## src/rtl/rhythm_lanes_if.sv

```systemverilog
// rhythm_lanes_if: player-side and display-side signals of the rhythm lane core.
//   btn       - lane buttons, active-low, asynchronous to the core clock
//   speed_sel - global speed multiplier, 0 freezes note motion
//   row/col   - current VGA raster position, pixel_en high in the visible area
//   r/g/b     - registered pixel colour
//   score/miss/error - saturating binary event counters for the BCD display
// The master modport is the driver of the inputs (VGA timing, buttons);
// the slave modport is the game core.
interface rhythm_lanes_if #(
  parameter int LANES = 4
);
  logic [LANES-1:0] btn;
  logic [3:0]       speed_sel;
  logic [9:0]       row;
  logic [9:0]       col;
  logic             pixel_en;
  logic [7:0]       r;
  logic [7:0]       g;
  logic [7:0]       b;
  logic [7:0]       score;
  logic [7:0]       miss;
  logic [7:0]       error;

  modport master (
    output btn, speed_sel, row, col, pixel_en,
    input  r, g, b, score, miss, error
  );

  modport slave (
    input  btn, speed_sel, row, col, pixel_en,
    output r, g, b, score, miss, error
  );
endinterface

```

## src/rtl/rhythm_lanes.sv

```systemverilog
// rhythm_lanes: falling-note game core with LANES lanes.
// Notes spawn pseudo-randomly on movement ticks, fall at a per-note speed
// scaled by speed_sel, and are scored when the lane button is pressed while
// the note is inside the hit window. Late notes count as misses, presses with
// nothing to hit count as errors. Pixel colours are produced with one clock of
// latency from row/col.
// Ports:
//   clk   - system clock
//   reset - asynchronous active-high reset
//   bus   - rhythm_lanes_if slave modport (buttons, speed, raster in;
//           colour and counters out)
module rhythm_lanes #(
  parameter int          LANES       = 4,
  parameter int          LANE_W      = 160,
  parameter int          BORDER      = 20,
  parameter int          NOTE_H      = 70,
  parameter int          HIT_LO      = 350,
  parameter int          MISS_ROW    = 500,
  parameter int          BAR_TOP     = 420,
  parameter int          BAR_BOT     = 430,
  parameter int          TICK_DIV    = 2500000,
  parameter int          SPAWN_RATE  = 8,
  parameter int          FLASH_TICKS = 6,
  parameter logic [19:0] SEED        = 20'h1E240,
  parameter int          MAX_COUNT   = 99
) (
  input logic          clk,
  input logic          reset,
  rhythm_lanes_if.slave bus
);

  localparam int CNT_W = (TICK_DIV > 1) ? $clog2(TICK_DIV) : 1;
  localparam int FL_W  = (FLASH_TICKS > 0) ? $clog2(FLASH_TICKS + 1) : 1;

  localparam logic [CNT_W-1:0] TICK_LAST = CNT_W'(TICK_DIV - 1);
  localparam logic [10:0] HIT_LO_V  = 11'(HIT_LO);
  localparam logic [10:0] MISS_V    = 11'(MISS_ROW);
  localparam logic [10:0] BAR_TOP_V = 11'(BAR_TOP);
  localparam logic [10:0] BAR_BOT_V = 11'(BAR_BOT);
  localparam logic [10:0] NOTE_H_V  = 11'(NOTE_H);
  localparam logic [10:0] PLAY_W_V  = 11'(LANES * LANE_W);
  localparam logic [10:0] LANE_W_V  = 11'(LANE_W);
  localparam logic [10:0] BORDER_V  = 11'(BORDER);
  localparam logic [10:0] INNER_V   = 11'(LANE_W - BORDER);
  localparam logic [8:0]  SPAWN_V   = 9'(SPAWN_RATE);
  localparam logic [FL_W-1:0] FLASH_V = FL_W'(FLASH_TICKS);
  localparam logic [7:0]  MAX_V     = 8'(MAX_COUNT);

  logic [CNT_W-1:0] tick_cnt;
  logic             tick;
  logic [19:0]      lfsr;

  logic [LANES-1:0] btn_s1, btn_s2, btn_s3;
  logic [LANES-1:0] press;

  logic [LANES-1:0] active;
  logic [9:0]       pos   [LANES];
  logic [1:0]       speed [LANES];
  logic [FL_W-1:0]  flash [LANES];

  logic [10:0]      next_sum [LANES];
  logic [LANES-1:0] hit, miss_ev, err_ev, spawn_ev;
  logic             spawn_fire;
  logic [7:0]       spawn_idx;
  logic [1:0]       spawn_speed;

  logic [7:0] score_q, miss_q, error_q;
  logic [7:0] r_q, g_q, b_q;
  logic [7:0] pix_r, pix_g, pix_b;

  function automatic logic [3:0] count_ones(input logic [LANES-1:0] v);
    logic [3:0] n;
    n = '0;
    for (int i = 0; i < LANES; i++) n = n + {3'd0, v[i]};
    return n;
  endfunction

  // Counters stay pinned at MAX_COUNT once reached, whatever k is.
  function automatic logic [7:0] sat_add(input logic [7:0] c, input logic [3:0] k);
    logic [8:0] s;
    s = {1'b0, c} + {5'd0, k};
    return (s >= {1'b0, MAX_V}) ? MAX_V : s[7:0];
  endfunction

  assign tick = (tick_cnt == TICK_LAST);

  always_ff @(posedge clk or posedge reset) begin
    if (reset) tick_cnt <= '0;
    else if (tick) tick_cnt <= '0;
    else tick_cnt <= tick_cnt + 1'b1;
  end

  always_ff @(posedge clk or posedge reset) begin
    if (reset) lfsr <= SEED;
    else lfsr <= {lfsr[18:0], lfsr[19] ^ lfsr[16]};
  end

  // Synchronisers start released so a button held through reset does not
  // register as a press; btn_s3 only remembers the previous synced level.
  always_ff @(posedge clk or posedge reset) begin
    if (reset) begin
      btn_s1 <= '1;
      btn_s2 <= '1;
      btn_s3 <= '1;
    end else begin
      btn_s1 <= bus.btn;
      btn_s2 <= btn_s1;
      btn_s3 <= btn_s2;
    end
  end

  assign press = btn_s3 & ~btn_s2;

  always_comb begin
    spawn_fire  = tick && ({1'b0, lfsr[7:0]} < SPAWN_V);
    spawn_idx   = lfsr[15:8] % 8'(LANES);
    spawn_speed = 2'd1 + ((lfsr[17:16] == 2'd3) ? 2'd0 : lfsr[17:16]);
  end

  // Event decode per lane. A hit suppresses the miss of the same cycle, and
  // spawns only target idle lanes so they can never collide with a hit.
  // next_sum keeps an 11th bit so an overflow past 1023 is seen as a miss.
  always_comb begin
    hit      = '0;
    miss_ev  = '0;
    err_ev   = '0;
    spawn_ev = '0;
    for (int i = 0; i < LANES; i++) begin
      next_sum[i] = {1'b0, pos[i]} + ({9'd0, speed[i]} * {7'd0, bus.speed_sel});
      hit[i]      = press[i] && active[i] &&
                    ({1'b0, pos[i]} >= HIT_LO_V) && ({1'b0, pos[i]} < MISS_V);
      err_ev[i]   = press[i] && !hit[i];
      miss_ev[i]  = tick && active[i] && !hit[i] &&
                    ((next_sum[i] >= MISS_V) || next_sum[i][10]);
      spawn_ev[i] = spawn_fire && (spawn_idx == 8'(i)) && !active[i];
    end
  end

  always_ff @(posedge clk or posedge reset) begin
    if (reset) begin
      active <= '0;
      for (int i = 0; i < LANES; i++) begin
        pos[i]   <= '0;
        speed[i] <= '0;
        flash[i] <= '0;
      end
    end else begin
      for (int i = 0; i < LANES; i++) begin
        if (hit[i]) begin
          active[i] <= 1'b0;
          flash[i]  <= FLASH_V;
        end else begin
          if (tick && (flash[i] != '0)) flash[i] <= flash[i] - 1'b1;
          if (miss_ev[i]) begin
            active[i] <= 1'b0;
          end else if (tick && active[i]) begin
            pos[i] <= next_sum[i][9:0];
          end else if (spawn_ev[i]) begin
            active[i] <= 1'b1;
            pos[i]    <= 10'd1;
            speed[i]  <= spawn_speed;
          end
        end
      end
    end
  end

  always_ff @(posedge clk or posedge reset) begin
    if (reset) begin
      score_q <= '0;
      miss_q  <= '0;
      error_q <= '0;
    end else begin
      score_q <= sat_add(score_q, count_ones(hit));
      miss_q  <= sat_add(miss_q,  count_ones(miss_ev));
      error_q <= sat_add(error_q, count_ones(err_ev));
    end
  end

  // Pixel colour for the lane under the current column, in priority order.
  always_comb begin
    logic [10:0] col_x;
    logic [10:0] row_x;
    logic [10:0] lane_off;
    logic [3:0]  lane_sel;
    logic        sel_active;
    logic [10:0] sel_pos;
    logic        sel_flash;
    col_x      = {1'b0, bus.col};
    row_x      = {1'b0, bus.row};
    lane_sel   = 4'(col_x / LANE_W_V);
    lane_off   = col_x % LANE_W_V;
    sel_active = 1'b0;
    sel_pos    = '0;
    sel_flash  = 1'b0;
    for (int i = 0; i < LANES; i++) begin
      if (lane_sel == 4'(i)) begin
        sel_active = active[i];
        sel_pos    = {1'b0, pos[i]};
        sel_flash  = (flash[i] != '0);
      end
    end
    pix_r = 8'd0;
    pix_g = 8'd0;
    pix_b = 8'd0;
    if (!bus.pixel_en || (col_x >= PLAY_W_V)) begin
      pix_r = 8'd0;
    end else if ((lane_off < BORDER_V) || (lane_off >= INNER_V)) begin
      pix_b = 8'd100;
    end else if ((row_x >= BAR_TOP_V) && (row_x <= BAR_BOT_V)) begin
      pix_g = 8'd100;
    end else if (sel_active && (row_x >= sel_pos) && (row_x < sel_pos + NOTE_H_V)) begin
      pix_r = 8'd100;
    end else if (sel_flash) begin
      pix_r = 8'd60;
      pix_g = 8'd60;
      pix_b = 8'd60;
    end
  end

  always_ff @(posedge clk or posedge reset) begin
    if (reset) begin
      r_q <= '0;
      g_q <= '0;
      b_q <= '0;
    end else begin
      r_q <= pix_r;
      g_q <= pix_g;
      b_q <= pix_b;
    end
  end

  assign bus.r     = r_q;
  assign bus.g     = g_q;
  assign bus.b     = b_q;
  assign bus.score = score_q;
  assign bus.miss  = miss_q;
  assign bus.error = error_q;

endmodule

```

## src/flat_wrapper.sv

```systemverilog
// flat-port wrapper written by rule: the top's interface ports become plain ports
module rhythm_lanes_flat 
#(
  parameter int          LANES       = 4,
  parameter int          LANE_W      = 160,
  parameter int          BORDER      = 20,
  parameter int          NOTE_H      = 70,
  parameter int          HIT_LO      = 350,
  parameter int          MISS_ROW    = 500,
  parameter int          BAR_TOP     = 420,
  parameter int          BAR_BOT     = 430,
  parameter int          TICK_DIV    = 2500000,
  parameter int          SPAWN_RATE  = 8,
  parameter int          FLASH_TICKS = 6,
  parameter logic [19:0] SEED        = 20'h1E240,
  parameter int          MAX_COUNT   = 99
)
  (clk, reset, bus_btn, bus_speed_sel, bus_row, bus_col, bus_pixel_en, bus_r, bus_g, bus_b, bus_score, bus_miss, bus_error);
  rhythm_lanes_if #(.LANES(LANES)) bus_i ();
  input logic clk;
  input logic reset;
  input wire logic [$bits(bus_i.btn)-1:0] bus_btn;
  input wire logic [$bits(bus_i.speed_sel)-1:0] bus_speed_sel;
  input wire logic [$bits(bus_i.row)-1:0] bus_row;
  input wire logic [$bits(bus_i.col)-1:0] bus_col;
  input wire logic [$bits(bus_i.pixel_en)-1:0] bus_pixel_en;
  output wire logic [$bits(bus_i.r)-1:0] bus_r;
  output wire logic [$bits(bus_i.g)-1:0] bus_g;
  output wire logic [$bits(bus_i.b)-1:0] bus_b;
  output wire logic [$bits(bus_i.score)-1:0] bus_score;
  output wire logic [$bits(bus_i.miss)-1:0] bus_miss;
  output wire logic [$bits(bus_i.error)-1:0] bus_error;
  assign bus_i.btn = bus_btn;
  assign bus_i.speed_sel = bus_speed_sel;
  assign bus_i.row = bus_row;
  assign bus_i.col = bus_col;
  assign bus_i.pixel_en = bus_pixel_en;
  assign bus_r = bus_i.r;
  assign bus_g = bus_i.g;
  assign bus_b = bus_i.b;
  assign bus_score = bus_i.score;
  assign bus_miss = bus_i.miss;
  assign bus_error = bus_i.error;
  rhythm_lanes #(.LANES(LANES), .LANE_W(LANE_W), .BORDER(BORDER), .NOTE_H(NOTE_H), .HIT_LO(HIT_LO), .MISS_ROW(MISS_ROW), .BAR_TOP(BAR_TOP), .BAR_BOT(BAR_BOT), .TICK_DIV(TICK_DIV), .SPAWN_RATE(SPAWN_RATE), .FLASH_TICKS(FLASH_TICKS), .SEED(SEED), .MAX_COUNT(MAX_COUNT)) u_core (.clk(clk), .reset(reset), .bus(bus_i));
endmodule
```

## config.mk

```make
export PLATFORM = sky130hd
export DESIGN_NAME = rhythm_lanes_flat
export DESIGN_NICKNAME = d
export VERILOG_FILES = /design/src/rtl/rhythm_lanes_if.sv /design/src/rtl/rhythm_lanes.sv /design/src/flat_wrapper.sv
export SDC_FILE = /design/constraint.sdc
export NUM_CORES = 1
export LEC_CHECK = 0
export BUFFER_PORTS_ARGS = -buffer_cell sky130_fd_sc_hd__buf_2
export CORE_ASPECT_RATIO = 0.5
export CORE_MARGIN = 10
export CORE_UTILIZATION = 40
export DETAILED_ROUTE_END_ITERATION = 8
export GPL_TIMING_DRIVEN = 0
export PLACE_DENSITY = 0.64
export SYNTH_ARGS = -nofsm -noshare
export SYNTH_HDL_FRONTEND = slang
export SYNTH_SLANG_ARGS = --single-unit
```

## constraint.sdc

```tcl
create_clock -name clk -period 7.99 [get_ports clk]
set_clock_uncertainty 0.1 [all_clocks]
set_input_delay 1.598 -clock clk [delete_from_list [all_inputs] [get_ports clk]]
set_output_delay 1.598 -clock clk [all_outputs]
set_load 0.05 [all_outputs]
```

Word level (Yosys, flattened, before mapping)
Cells that the tools add are included.

operators by class
  add/sub/neg operators = 23
  multiply operators = 4
  divide/modulo/power cells = 2
  magnitude comparators = 23
  eq/ne operators = 12
  muxes and demuxes = 61
  bitwise logic cells = 15
  reductions and logical operators = 89

operator list
  kind                                                                number
  two-way mux 10 bit                                                  12
  two-way mux 8 bit                                                   14
  greater-or-equal comparator 10 x 9 -> 1 bit, second input constant  5
  adder 10 x 6 -> 11 bit                                              4
  greater-or-equal comparator 11 x 9 -> 1 bit, second input constant  4
  logical AND 1 bit                                                   44
  < comparator 10 x 9 -> 1 bit, second input constant                 4
  adder 8 x 4 -> 9 bit                                                3
  greater-or-equal comparator 9 x 7 -> 1 bit, second input constant   3
  adder 4 x 1 -> 4 bit                                                6
  multiplier 2 x 4 -> 6 bit                                           4
  two-way mux 1 bit                                                   24
  two-way mux 3 bit                                                   8
  nonzero test 3 bit                                                  8
  adder 22 x 1 -> 22 bit, second input constant                       1
  == test 22 bit, second input constant                               1
  two-way mux 22 bit                                                  1
  AND reduction 4 bit                                                 4
  nonzero test 2 bit                                                  8
  inequality test 3 x 1 -> 1 bit, second input constant               4
  inverter 1 bit                                                      12
  AND reduction 3 bit                                                 4
  subtractor 3 x 1 -> 3 bit, second input constant                    4
  adder 10 x 7 -> 11 bit, second input constant                       1
  25 further kinds                                                    46

word-level totals
  register bits = 166
  input bits = 31
  output and inout bits = 48

Depth between registers and ports, before layout
Gate-level depths: netlist of run 1.

  depth after elaboration = 14
  depth in mapped cells = 26

Worst setup path before layout of run 1
No wires, ideal clock.

  path kind = input to register
  from = input port bus_speed_sel[1]
  to = register u_core.miss_q[2] (netlist: u_core.bus.miss[2])
  setup time = 66 ps
  arrival = 6,923 ps
  required time = 7,824 ps
  setup slack = 901 ps
  stages = 26
  cell sequence = clkbuf_1 -> nand2_1 -> fa_1 -> inv_1 -> ha_1 -> fa_1 -> a211o_1 -> a21oi_1 -> o21ai_0 -> a2111o_1 -> o22ai_1 -> nor2b_1 -> ha_1 -> inv_1 -> fa_1 -> inv_1 -> ha_1 -> inv_1 -> fa_1 -> nor2b_1 -> o21ai_0 -> xnor2_1 -> o41ai_1 -> a21oi_1 -> o22ai_1 -> and2_1

between the ends
  cells in the longest elaborated chain, start to end = 11
  elaborated cells between the ends (all ways) = 26
  those cells by class = add/sub: 8; mul: 4; order compare: 5; mux: 1; reduce/logical: 8

ends and longest elaborated chain
  item                                         line                 text
  from (decl)                                  flat_wrapper.sv:23   input wire logic [$bits(bus_i.speed_sel)-1:0] bus_speed_sel;
  multiplier 2 x 4 -> 6 bit                    rhythm_lanes.sv:129  next_sum[i] = {1'b0, pos[i]} + ({9'd0, speed[i]} * {7'd0, bus.speed_sel});
  adder 10 x 6 -> 11 bit                       rhythm_lanes.sv:129
  greater-or-equal comparator 11 x 9 -> 1 bit  rhythm_lanes.sv:134  ((next_sum[i] >= MISS_V) || next_sum[i][10]);
  logical OR 1 bit                             rhythm_lanes.sv:134
  logical AND 1 bit                            rhythm_lanes.sv:133  miss_ev[i] = tick && active[i] && !hit[i] &&
  adder 1 x 1 -> 2 bit                         rhythm_lanes.sv:74   for (int i = 0; i < LANES; i++) n = n + {3'd0, v[i]};
  adder 4 x 1 -> 4 bit                         rhythm_lanes.sv:74
  adder 4 x 1 -> 4 bit *                       rhythm_lanes.sv:74
  adder 8 x 4 -> 9 bit *                       rhythm_lanes.sv:81   s = {1'b0, c} + {5'd0, k};
  greater-or-equal comparator 9 x 7 -> 1 bit   rhythm_lanes.sv:82   return (s >= {1'b0, MAX_V}) ? MAX_V : s[7:0];
  two-way mux 8 bit *                          rhythm_lanes.sv:82
  to (signal assigned)                         rhythm_lanes.sv:175  miss_q <= sat_add(miss_q, count_ones(miss_ev));
  to (decl)                                    rhythm_lanes.sv:67   logic [7:0] score_q, miss_q, error_q;

Every way passes the cells marked *; elsewhere a longest branch is shown, timed or not.
A chain may end at the register's enable or synchronous reset.

Final worst setup path of run 1
  from = input port bus_speed_sel[1]
  to = register u_core.miss_q[4] (netlist: u_core.bus.miss[4])

The elaborated chain is that of the path after synthesis.

==> impl_metrics.env, run 1 <==
export IMPL_path_class="in -> reg"
export IMPL_cpMaxStageDelayCell="fa_1"
export IMPL_place_area_um2=10970
export IMPL_yosysTopAreaCell="dfrtp_1"
export IMPL_slew_violations=0
export IMPL_io_pins=79
export IMPL_die_h_um=132.6
export IMPL_drt_pass1_iterations=5
export IMPL_gp_congestion=0.8874
export IMPL_htreeDepth=4
export IMPL_cp_common_cell="fa_1"
export IMPL_powerDensity_nw_per_um2=161.1
export IMPL_ys_flop_type="dfrtp_1"
export IMPL_synth_edff_count=0
export IMPL_cp_arrival_ps=7670
export IMPL_grt_max_degree=100
export IMPL_worstPathRequired_ps=8260
export IMPL_yosysTopAreaCellShare_pct=32.33
export IMPL_dp_hpwl_um=19990
export IMPL_netlist_top_cells_count="131 x dfrtp_1, 106 x inv_1, 93 x nand2_1, 73 x ha_1, 70 x nor2_1"
export IMPL_register_area_um2=3751
export IMPL_ys_warn_count=0
export IMPL_nFillCells=2362
export IMPL_final_hold_viol_count=0
export IMPL_rows=41
export IMPL_async_flop_share_pct=100.0
export IMPL_status="completed"
export IMPL_ctsLongestPathBuffers=2
export IMPL_start_kind="primary input"
export IMPL_crit_path_end_kind="flip-flop"
export IMPL_die_area_um2=32510
export IMPL_slew_headroom_pct=31.47
export IMPL_pwr_share_seq_pct=41.6
export IMPL_syn2layout_area_growth_pct=14.34
export IMPL_port_buffers=64
export IMPL_slowest_delay_ps=520
export IMPL_numClockSinks=149
export IMPL_crit_buf_inv=5
export IMPL_rsz0062_at_grt="no"
export IMPL_final_antenna_net_count=0
export IMPL_fmax_ghz=0.1351
export IMPL_ir_worst_vdd_v=0.0001396
export IMPL_min_period_ps=7401
export IMPL_grtUsageTotal_pct=16.27
export IMPL_ys_types=87
export IMPL_synthCells=1098
export IMPL_synth_area_leaders="dfrtp_1 32%, ha_1 9.0%, dfstp_2 4.7%"
export IMPL_cts_buffers=17
export IMPL_clockRootBuffer="clkbuf_16"
export IMPL_period_share_pct=92.63
export IMPL_intPower_mw=1.357
export IMPL_vias=8513
export IMPL_place_ws_ps=-241.2
export IMPL_timing_final_ws_setup_ps=589.0
export IMPL_cap_violations=0
export IMPL_clk_pin_slew_ps=60
export IMPL_cp_max_fo=8
export IMPL_p_sw_share_pct=27.36
export IMPL_antenna_found_initial=0
export IMPL_core_area_um2=25090
export IMPL_p_clk_share_pct=45.2
export IMPL_drive_above_1_share_pct=14.26
export IMPL_grt_pass1_wl_um=42870
export IMPL_wire_per_inst_um=16.80
export IMPL_syn_area_um2=10140
export IMPL_final_cell_area_um2=11590
export IMPL_cts_tree="yes"
export IMPL_leakagePower_nw=5.435
export IMPL_worst_pin_slew_ps=1028
export IMPL_via_per_inst=5.492
export IMPL_multi_input_area_um2=5789
export IMPL_yosys_register_bits=149
export IMPL_n_antenna_cell=0
export IMPL_start_util_pct=40.43
export IMPL_yosysMostFrequentCell="dfrtp_1"
export IMPL_critical_path_top_delay_family="adder cells"
export IMPL_setup_viol=0
export IMPL_grt_pass1_vias=8207
export IMPL_synth_seq_area_share_pct=36.99
export IMPL_final_util_pct=46.22
export IMPL_overflow=0
export IMPL_drc=0
export IMPL_fp_dieW_um=245.2
export IMPL_insertion_delay_ps=440
export IMPL_drt_iter0_markers=723
export IMPL_hold_path_class="reg -> reg"
export IMPL_p_sw_mw=0.5112
export IMPL_synth_area_per_cell_um2=9.236
export IMPL_totalWireLength_um=26050
export IMPL_final_nets=1319
export IMPL_comb_power_share_pct=13.2
[layout make-up]
| class | instances | share of cell area (%) |
|---|---|---|
| buffer | 48 | 2.234 |
| clock buffer | 18 | 3.788 |
| clock inverter | 14 | 1.511 |
| inverter | 106 | 3.475 |
| multi-input combinational | 806 | 49.93 |
| sequential | 149 | 32.35 |
| tap | 344 | 3.712 |
| timing repair buffer | 65 | 3.000 |
[flip-flops by register name (all words and copies together), names as in the netlist]
name,cells
u_core.pos,40
u_core.tick_cnt,22
u_core.lfsr,20
u_core.flash,12
u_core.bus.error,8
u_core.bus.miss,8
u_core.bus.score,8
u_core.speed,8
u_core.active,4
u_core.btn_s1,4
u_core.btn_s2,4
u_core.btn_s3,4
u_core.bus.b,3
u_core.bus.g,2
u_core.bus.r,2
[logic make-up after synthesis]
group	count (synthesis)	share of synthesized area, %
adder cells (fa/ha/maj)	95	13.35
XOR/XNOR	51	4.405
AND/OR/NAND/NOR	345	17.68
flip-flops	149	36.99
buffers and inverters	154	6.453
AO/OA/AOI/OAI	290	19.77
other	1	0.03698
multiplexers	13	1.320
[cell usage in the layout, fill, tap and decap left out, types with 8 or more instances in the layout]
cell / count
dfstp_2: 18
buf_2: 71
a211oi_1: 8
o21ai_1: 8
nor2b_1: 18
ha_1: 73
o21a_1: 12
a21o_1: 14
xor2_1: 20
dfrtp_1: 131
inv_1: 105
o22ai_1: 12
mux2i_1: 10
nand3_1: 27
conb_1: 12
clkbuf_1: 19
a31oi_1: 8
nand2b_1: 16
nand2_1: 93
nor2_1: 70
and2_1: 20
o21ai_0: 58
o211ai_1: 12
clkbuf_16: 17
o311ai_0: 9
a21oi_1: 54
xnor2_1: 31
nor3_1: 14
nand4_1: 15
buf_4: 18
fa_1: 22
and3_1: 13
[path summary, 6_finish.rpt]
check / startpoint / cells past startpoint / slack (ps) / endpoint
worst max-delay path: bus_speed_sel[1] / 26 / 590 / u_core.bus.miss[4]
worst min-delay path: u_core.lfsr[10] / 0 / 250 / u_core.lfsr[11]
worst max register to register: u_core.speed[3] / 25 / 1560 / u_core.bus.miss[4]
worst min register to register: u_core.lfsr[10] / 0 / 250 / u_core.lfsr[11]
max in group asynchronous: reset / 3 / 5770 / u_core.btn_s2[1]
min in group asynchronous: reset / 2 / 1070 / u_core.bus.score[7]
[routing by layer]
layer  routed length, um  part of all wire, %  global-route usage, %
met1               12040                   46                  21.50
met3                1893                  7.3                  4.500
met2               11540                   44                  25.06
met5                   0                    0                      0
met4                 571                  2.2                  5.592
[stage by stage]
| step | cells | hold WS, ps | power, mW | TNS, ps |
|---|---|---|---|---|
| floorplan | 1109 | 231.2 | 0.9687 | 0 |
| global placement | 1517 | 236.0 | 1.025 | -641.6 |
| detailed placement | 1518 | 236.4 | 1.036 | -1326 |
| CTS | 1550 | 253.0 | 1.891 | 0 |
| global route | 1550 | 259.2 | 1.957 | 0 |
| finish | 1550 | 251.8 | 1.868 | 0 |
[repair_timing]
| item | CTS | global route |
|---|---|---|
| setup buffers | 0 | 0 |
| hold buffers | 0 | 0 |
| resized for setup | 0 | 6 |
| endpoints found under the setup margin | 0 | 6 |
[power groups by stage]
stage | clock network, mW | logic (mW) | registers, mW
floorplan | 0 | 0.153 | 0.815
global placement | 0 | 0.235 | 0.790
detailed placement | 0 | 0.245 | 0.791
CTS | 0.867 | 0.246 | 0.777
global route | 0.906 | 0.273 | 0.778
finish | 0.845 | 0.246 | 0.777
(Power assumes the default switching activity.)
==> inputs of run 2 (changes only) <==
Settings changed: CORE_MARGIN 10 to 4, CTS_BUF_LIST set to sky130_fd_sc_hd__clkbuf_8, CTS_CLUSTER_SIZE set to 8.
==> impl_metrics.env, run 2 (synthesized netlist as in run 1, its figures left out) <==
export IMPL_status="completed"
export IMPL_final_util_pct=46.48
export IMPL_worstHoldEndpoint="u_core.btn_s2[2]"
export IMPL_wire_per_inst_um=16.58
export IMPL_overflow=0
export IMPL_p_sw_mw=0.4970
export IMPL_period_share_pct=94.03
export IMPL_layout_commonest_cell="dfrtp_1"
export IMPL_worstPathRequired_ps=8250
export IMPL_place_area_um2=10960
export IMPL_crit_path_end_kind="flip-flop"
export IMPL_grt_max_degree=79
export IMPL_rsz0062_at_grt="no"
export IMPL_largest_register_ffs=40
export IMPL_worst_r2r_endpoint="u_core.bus.miss[5]"
export IMPL_cts_tree="yes"
export IMPL_port_buffers=64
export IMPL_gp_congestion=0.8998
export IMPL_numClockSinks=149
export IMPL_fp_dieW_um=233.2
export IMPL_slew_violations=0
export IMPL_slew_headroom_pct=37.49
export IMPL_dp_hpwl_um=19530
export IMPL_cts_resized=0
export IMPL_fmax_ghz=0.1331
export IMPL_final_antenna_net_count=0
export IMPL_die_area_um2=28120
export IMPL_grtUsageTotal_pct=18.50
export IMPL_p_sw_share_pct=30.25
export IMPL_cts_buffers=17
export IMPL_worstHoldPathCells=0
export IMPL_drive_above_1_share_pct=14.10
export IMPL_largest_register="u_core.pos"
export IMPL_pwr_share_seq_pct=47.2
export IMPL_antenna_found_initial=0
export IMPL_via_per_inst=5.502
export IMPL_postCtsSetupBuffers=0
export IMPL_grt_pass1_wl_um=41340
export IMPL_cts_hold_buffers_added=0
export IMPL_intPower_mw=1.146
export IMPL_min_from="u_core.btn_s1[2]"
export IMPL_comb_power_share_pct=14.7
export IMPL_die_h_um=120.6
export IMPL_cap_violations=0
export IMPL_p_clk_share_pct=38.1
export IMPL_drc=0
export IMPL_total_power_mw=1.643
export IMPL_multi_input_area_um2=5783
export IMPL_io_pins=79
export IMPL_clk_pin_slew_ps=100
export IMPL_grt_pass1_vias=8125
export IMPL_leakagePower_nw=5.325
export IMPL_n_antenna_cell=0
export IMPL_nFillCells=2319
export IMPL_htreeDepth=4
export IMPL_worst_pin_slew_ps=937.6
export IMPL_start_util_pct=41.44
export IMPL_regToRegSetupSlack_ps=1490
export IMPL_powerDensity_nw_per_um2=144.4
export IMPL_min_period_ps=7513
export IMPL_insertion_delay_ps=480
export IMPL_cp_max_fo=8
export IMPL_register_area_um2=3751
export IMPL_core_area_um2=24470
export IMPL_drt_pass1_iterations=5
export IMPL_hold_path_class="reg -> reg"
export IMPL_setup_tns_final_ps=0
export IMPL_final_hold_viol_count=0
export IMPL_final_cell_area_um2=11370
export IMPL_setup_viol=0
export IMPL_vias=8484
export IMPL_ctsLongestPathBuffers=2
export IMPL_r2r_start="u_core.pos[11]"
export IMPL_rr_worst_depth=25
export IMPL_final_nets=1319
export IMPL_totalWireLength_um=25570
export IMPL_clockRootBuffer="clkbuf_8"
export IMPL_start_kind="primary input"
export IMPL_mostFrequentLayoutCells="131 x dfrtp_1, 105 x inv_1, 93 x nand2_1, 73 x ha_1, 71 x buf_2"
export IMPL_syn2layout_area_growth_pct=12.17
export IMPL_reg_top3="u_core.pos (40), u_core.tick_cnt (22), u_core.lfsr (20)"
export IMPL_cp_arrival_ps=7780
export IMPL_rows=40
export IMPL_path_class="in -> reg"
export IMPL_drt_iter0_markers=522
export IMPL_ir_worst_vdd_v=0.0001002
run 2: power by group through the flow:
stage / clock (mW) / sequential (mW) / combinational (mW)
floorplan: 0 / 0.815 / 0.153
global placement: 0 / 0.790 / 0.233
detailed placement: 0 / 0.791 / 0.242
CTS: 0.642 / 0.776 / 0.243
global route: 0.675 / 0.778 / 0.267
finish: 0.626 / 0.776 / 0.242
run 2: metal layers:
metal  routed length, um  GRT usage [%]  vias to the layer above  share of wire [%]
met1               12270          25.59                     4121                 48
met3                1650          4.708                       30                6.5
met2               11190          28.58                      244                 44
li1                    -              -                     4089                  -
met5                   0              0                        -                  0
met4                 459          5.742                        0                1.8
run 2: worst max path at each step:
stage,from,cells after the start,slack [ps],end
CTS,bus_speed_sel[1],26,370,u_core.bus.miss[5]
global route,bus_speed_sel[1],26,40,u_core.bus.miss[3]
detailed placement,bus_speed_sel[1],26,-150,u_core.bus.miss[5]
global placement,bus_speed_sel[1],26,7,u_core.bus.miss[4]
finish,bus_speed_sel[1],26,480,u_core.bus.miss[5]
floorplan,bus_speed_sel[1],26,900,u_core.bus.miss[2]
run 2: cell type report:
type                       count  share of cell area [%]
sequential                   149                   32.98
multi-input combinational    806                   50.84
tap                          336                   3.696
clock inverter                14                   1.452
clock buffer                  18                   2.178
buffer                        48                   2.255
inverter                     106                   3.542
timing repair buffer          65                   3.058
run 2: critical path, cell delays in order:
cell and delay [ps]:
clkbuf_1 380, nand2_1 130, fa_1 510, inv_1 40, ha_1 220, fa_1 410, a21o_1 200, a21oi_1 300
xnor2_1 230, a31oi_1 120, a311oi_1 390, or2_2 180, clkbuf_1 310, nand4_1 250, fa_1 480, inv_1 70
ha_1 160, inv_1 50, fa_1 400, nor2b_1 170, o21ai_0 130, xnor2_1 180, o41ai_1 360, a21oi_1 130
o22ai_2 270, nand2_1 110
run 2: metrics by stage:
step | hold slack [ps] | setup slack [ps] | instances
after floorplan | 231.2 | 900.8 | 1109
after global placement | 234.9 | 6.572 | 1509
after detailed placement | 234.7 | -149.0 | 1510
after CTS | 256.5 | 368.1 | 1542
after global routing | 257.6 | 38.68 | 1542
final | 252.2 | 476.9 | 1542
==> inputs of run 3 (changes only) <==
Settings changed: CORE_UTILIZATION 40 to 45, PLACE_DENSITY 0.64 to 0.7.
==> impl_metrics.env, run 3 (synthesized netlist as in run 1, its figures left out) <==
export IMPL_hold_path_class="reg -> reg"
export IMPL_grtUsageTotal_pct=20.47
export IMPL_grt_most_used_layer="met2"
export IMPL_status="completed"
export IMPL_cp_arrival_ps=7940
export IMPL_drt_iter0_markers=731
export IMPL_cp_max_fo=10
export IMPL_antenna_found_initial=0
export IMPL_clockRootBuffer="clkbuf_8"
export IMPL_htreeDepth=4
export IMPL_cts_hold_buffers_added=0
export IMPL_intPower_mw=1.140
export IMPL_wire_per_inst_um=16.61
export IMPL_drc=0
export IMPL_timing_hold_ws_ps=253.4
export IMPL_numClockSinks=149
export IMPL_via_per_inst=5.622
export IMPL_leakagePower_nw=5.323
export IMPL_p_sw_share_pct=29.59
export IMPL_worst_pin_slew_ps=991.6
export IMPL_fmax_ghz=0.1311
export IMPL_worstPathRequired_ps=8300
export IMPL_clk_pin_slew_ps=90
export IMPL_setup_viol=0
export IMPL_mostFrequentLayoutCells="131 x dfrtp_1, 105 x inv_1, 93 x nand2_1, 73 x ha_1, 71 x buf_2"
export IMPL_vias=8466
export IMPL_p_clk_share_pct=37.1
export IMPL_globalRouteMet1Util_pct=29.21
export IMPL_nFillCells=2030
export IMPL_dp_hpwl_um=19090
export IMPL_fp_dieW_um=220.3
export IMPL_gp_congestion=0.9337
export IMPL_setup_tns_final_ps=0
export IMPL_overflow=0
export IMPL_grt_pass1_vias=8214
export IMPL_port_buffers=64
export IMPL_rsz0062_at_grt="no"
export IMPL_cts_buffers=17
export IMPL_powerDensity_nw_per_um2=143.1
export IMPL_place_area_um2=10910
export IMPL_final_nets=1319
export IMPL_comb_power_share_pct=15.0
export IMPL_io_pins=79
export IMPL_largest_register="u_core.pos"
export IMPL_totalWireLength_um=25020
export IMPL_cap_violations=0
export IMPL_path_class="in -> reg"
export IMPL_total_power_mw=1.619
export IMPL_insertion_delay_ps=480
export IMPL_reg_top3="u_core.pos (40), u_core.tick_cnt (22), u_core.lfsr (20)"
export IMPL_start_util_pct=46.27
export IMPL_grt_max_degree=85
export IMPL_core_area_um2=21920
export IMPL_slew_headroom_pct=33.89
export IMPL_period_share_pct=95.47
export IMPL_drt_pass1_iterations=5
export IMPL_drive_above_1_share_pct=14.10
export IMPL_grt_pass1_wl_um=41110
export IMPL_multi_input_area_um2=5777
export IMPL_ctsLongestPathBuffers=2
export IMPL_rows=38
export IMPL_die_area_um2=25150
export IMPL_start_kind="primary input"
export IMPL_final_cell_area_um2=11310
export IMPL_p_sw_mw=0.4791
export IMPL_syn2layout_area_growth_pct=11.56
export IMPL_layout_commonest_cell="dfrtp_1"
export IMPL_n_antenna_cell=0
export IMPL_final_hold_viol_count=0
export IMPL_die_h_um=114.2
export IMPL_crit_path_end_kind="flip-flop"
export IMPL_final_antenna_net_count=0
export IMPL_min_period_ps=7628
export IMPL_cts_tree="yes"
export IMPL_pwr_share_seq_pct=47.9
export IMPL_grt_met2_usage_pct=31.87
export IMPL_largest_register_ffs=40
export IMPL_grtUsageMet3_pct=4.003
export IMPL_register_area_um2=3751
export IMPL_ir_worst_vdd_v=0.00008942
export IMPL_slew_violations=0
[run 3: power groups by stage]
stage / combinational, mW / sequential [mW] / clock, mW
3_3_place_gp: 0.233 / 0.790 / 0
4_1_cts: 0.243 / 0.776 / 0.621
3_5_place_dp: 0.241 / 0.791 / 0
6_report: 0.243 / 0.776 / 0.600
2_1_floorplan: 0.153 / 0.815 / 0
5_1_grt: 0.271 / 0.777 / 0.653
[run 3: metrics by stage]
stage | setup slack, ps | util, % | cells
after global routing | 2.050 | 51.62 | 1506
after global placement | -56.57 | 49.63 | 1473
after floorplan | 900.8 | - | 1109
after detailed placement | -159.0 | 49.78 | 1474
after CTS | 349.9 | 51.61 | 1506
final | 361.7 | 51.62 | 1506
[run 3: cell type report]
cell class,count,area share (%)
tap,300,3.318
clock inverter,14,1.360
inverter,106,3.561
sequential,149,33.16
buffer,48,2.278
clock buffer,18,2.190
timing repair buffer,65,3.075
multi-input combinational,806,51.06
[run 3: worst paths after layout]
path / start / endpoint / slack (ps) / cells past startpoint
max in group asynchronous: reset / u_core.btn_s1[1] / 5790 / 3
min reg2reg: u_core.lfsr[0] / u_core.lfsr[1] / 250 / 0
max reg2reg: u_core.pos[11] / u_core.bus.miss[3] / 1450 / 25
max: bus_speed_sel[2] / u_core.bus.miss[3] / 360 / 23
min in group asynchronous: reset / u_core.bus.error[2] / 1170 / 2
min: u_core.lfsr[0] / u_core.lfsr[1] / 250 / 0
[run 3: timing repair]
action,4_1_cts,5_1_grt
gates resized for setup,0,2
setup buffers,0,0
endpoints found under the setup margin,0,6
[run 3: layer usage]
layer / part of all wire [%] / routed length (um) / vias up
li1: - / - / 4104
met4: 1.9 / 466 / 0
met1: 48 / 11910 / 4092
met5: 0 / 0 / -
met3: 6.6 / 1641 / 33
met2: 44 / 11010 / 237
[run 3: critical path, cell delays in order]
cell	delay, ps
clkbuf_1	450
nand2_1	170
fa_1	530
inv_1	70
ha_1	290
a211o_1	280
o211a_1	130
o31ai_1	440
a32oi_1	180
o21bai_1	770
nand4_1	270
fa_1	570
inv_1	90
ha_1	170
inv_1	60
fa_1	410
nor2b_1	160
o21ai_0	110
xnor2_1	160
o41ai_1	360
a21oi_1	110
o22ai_1	380
and2_1	190
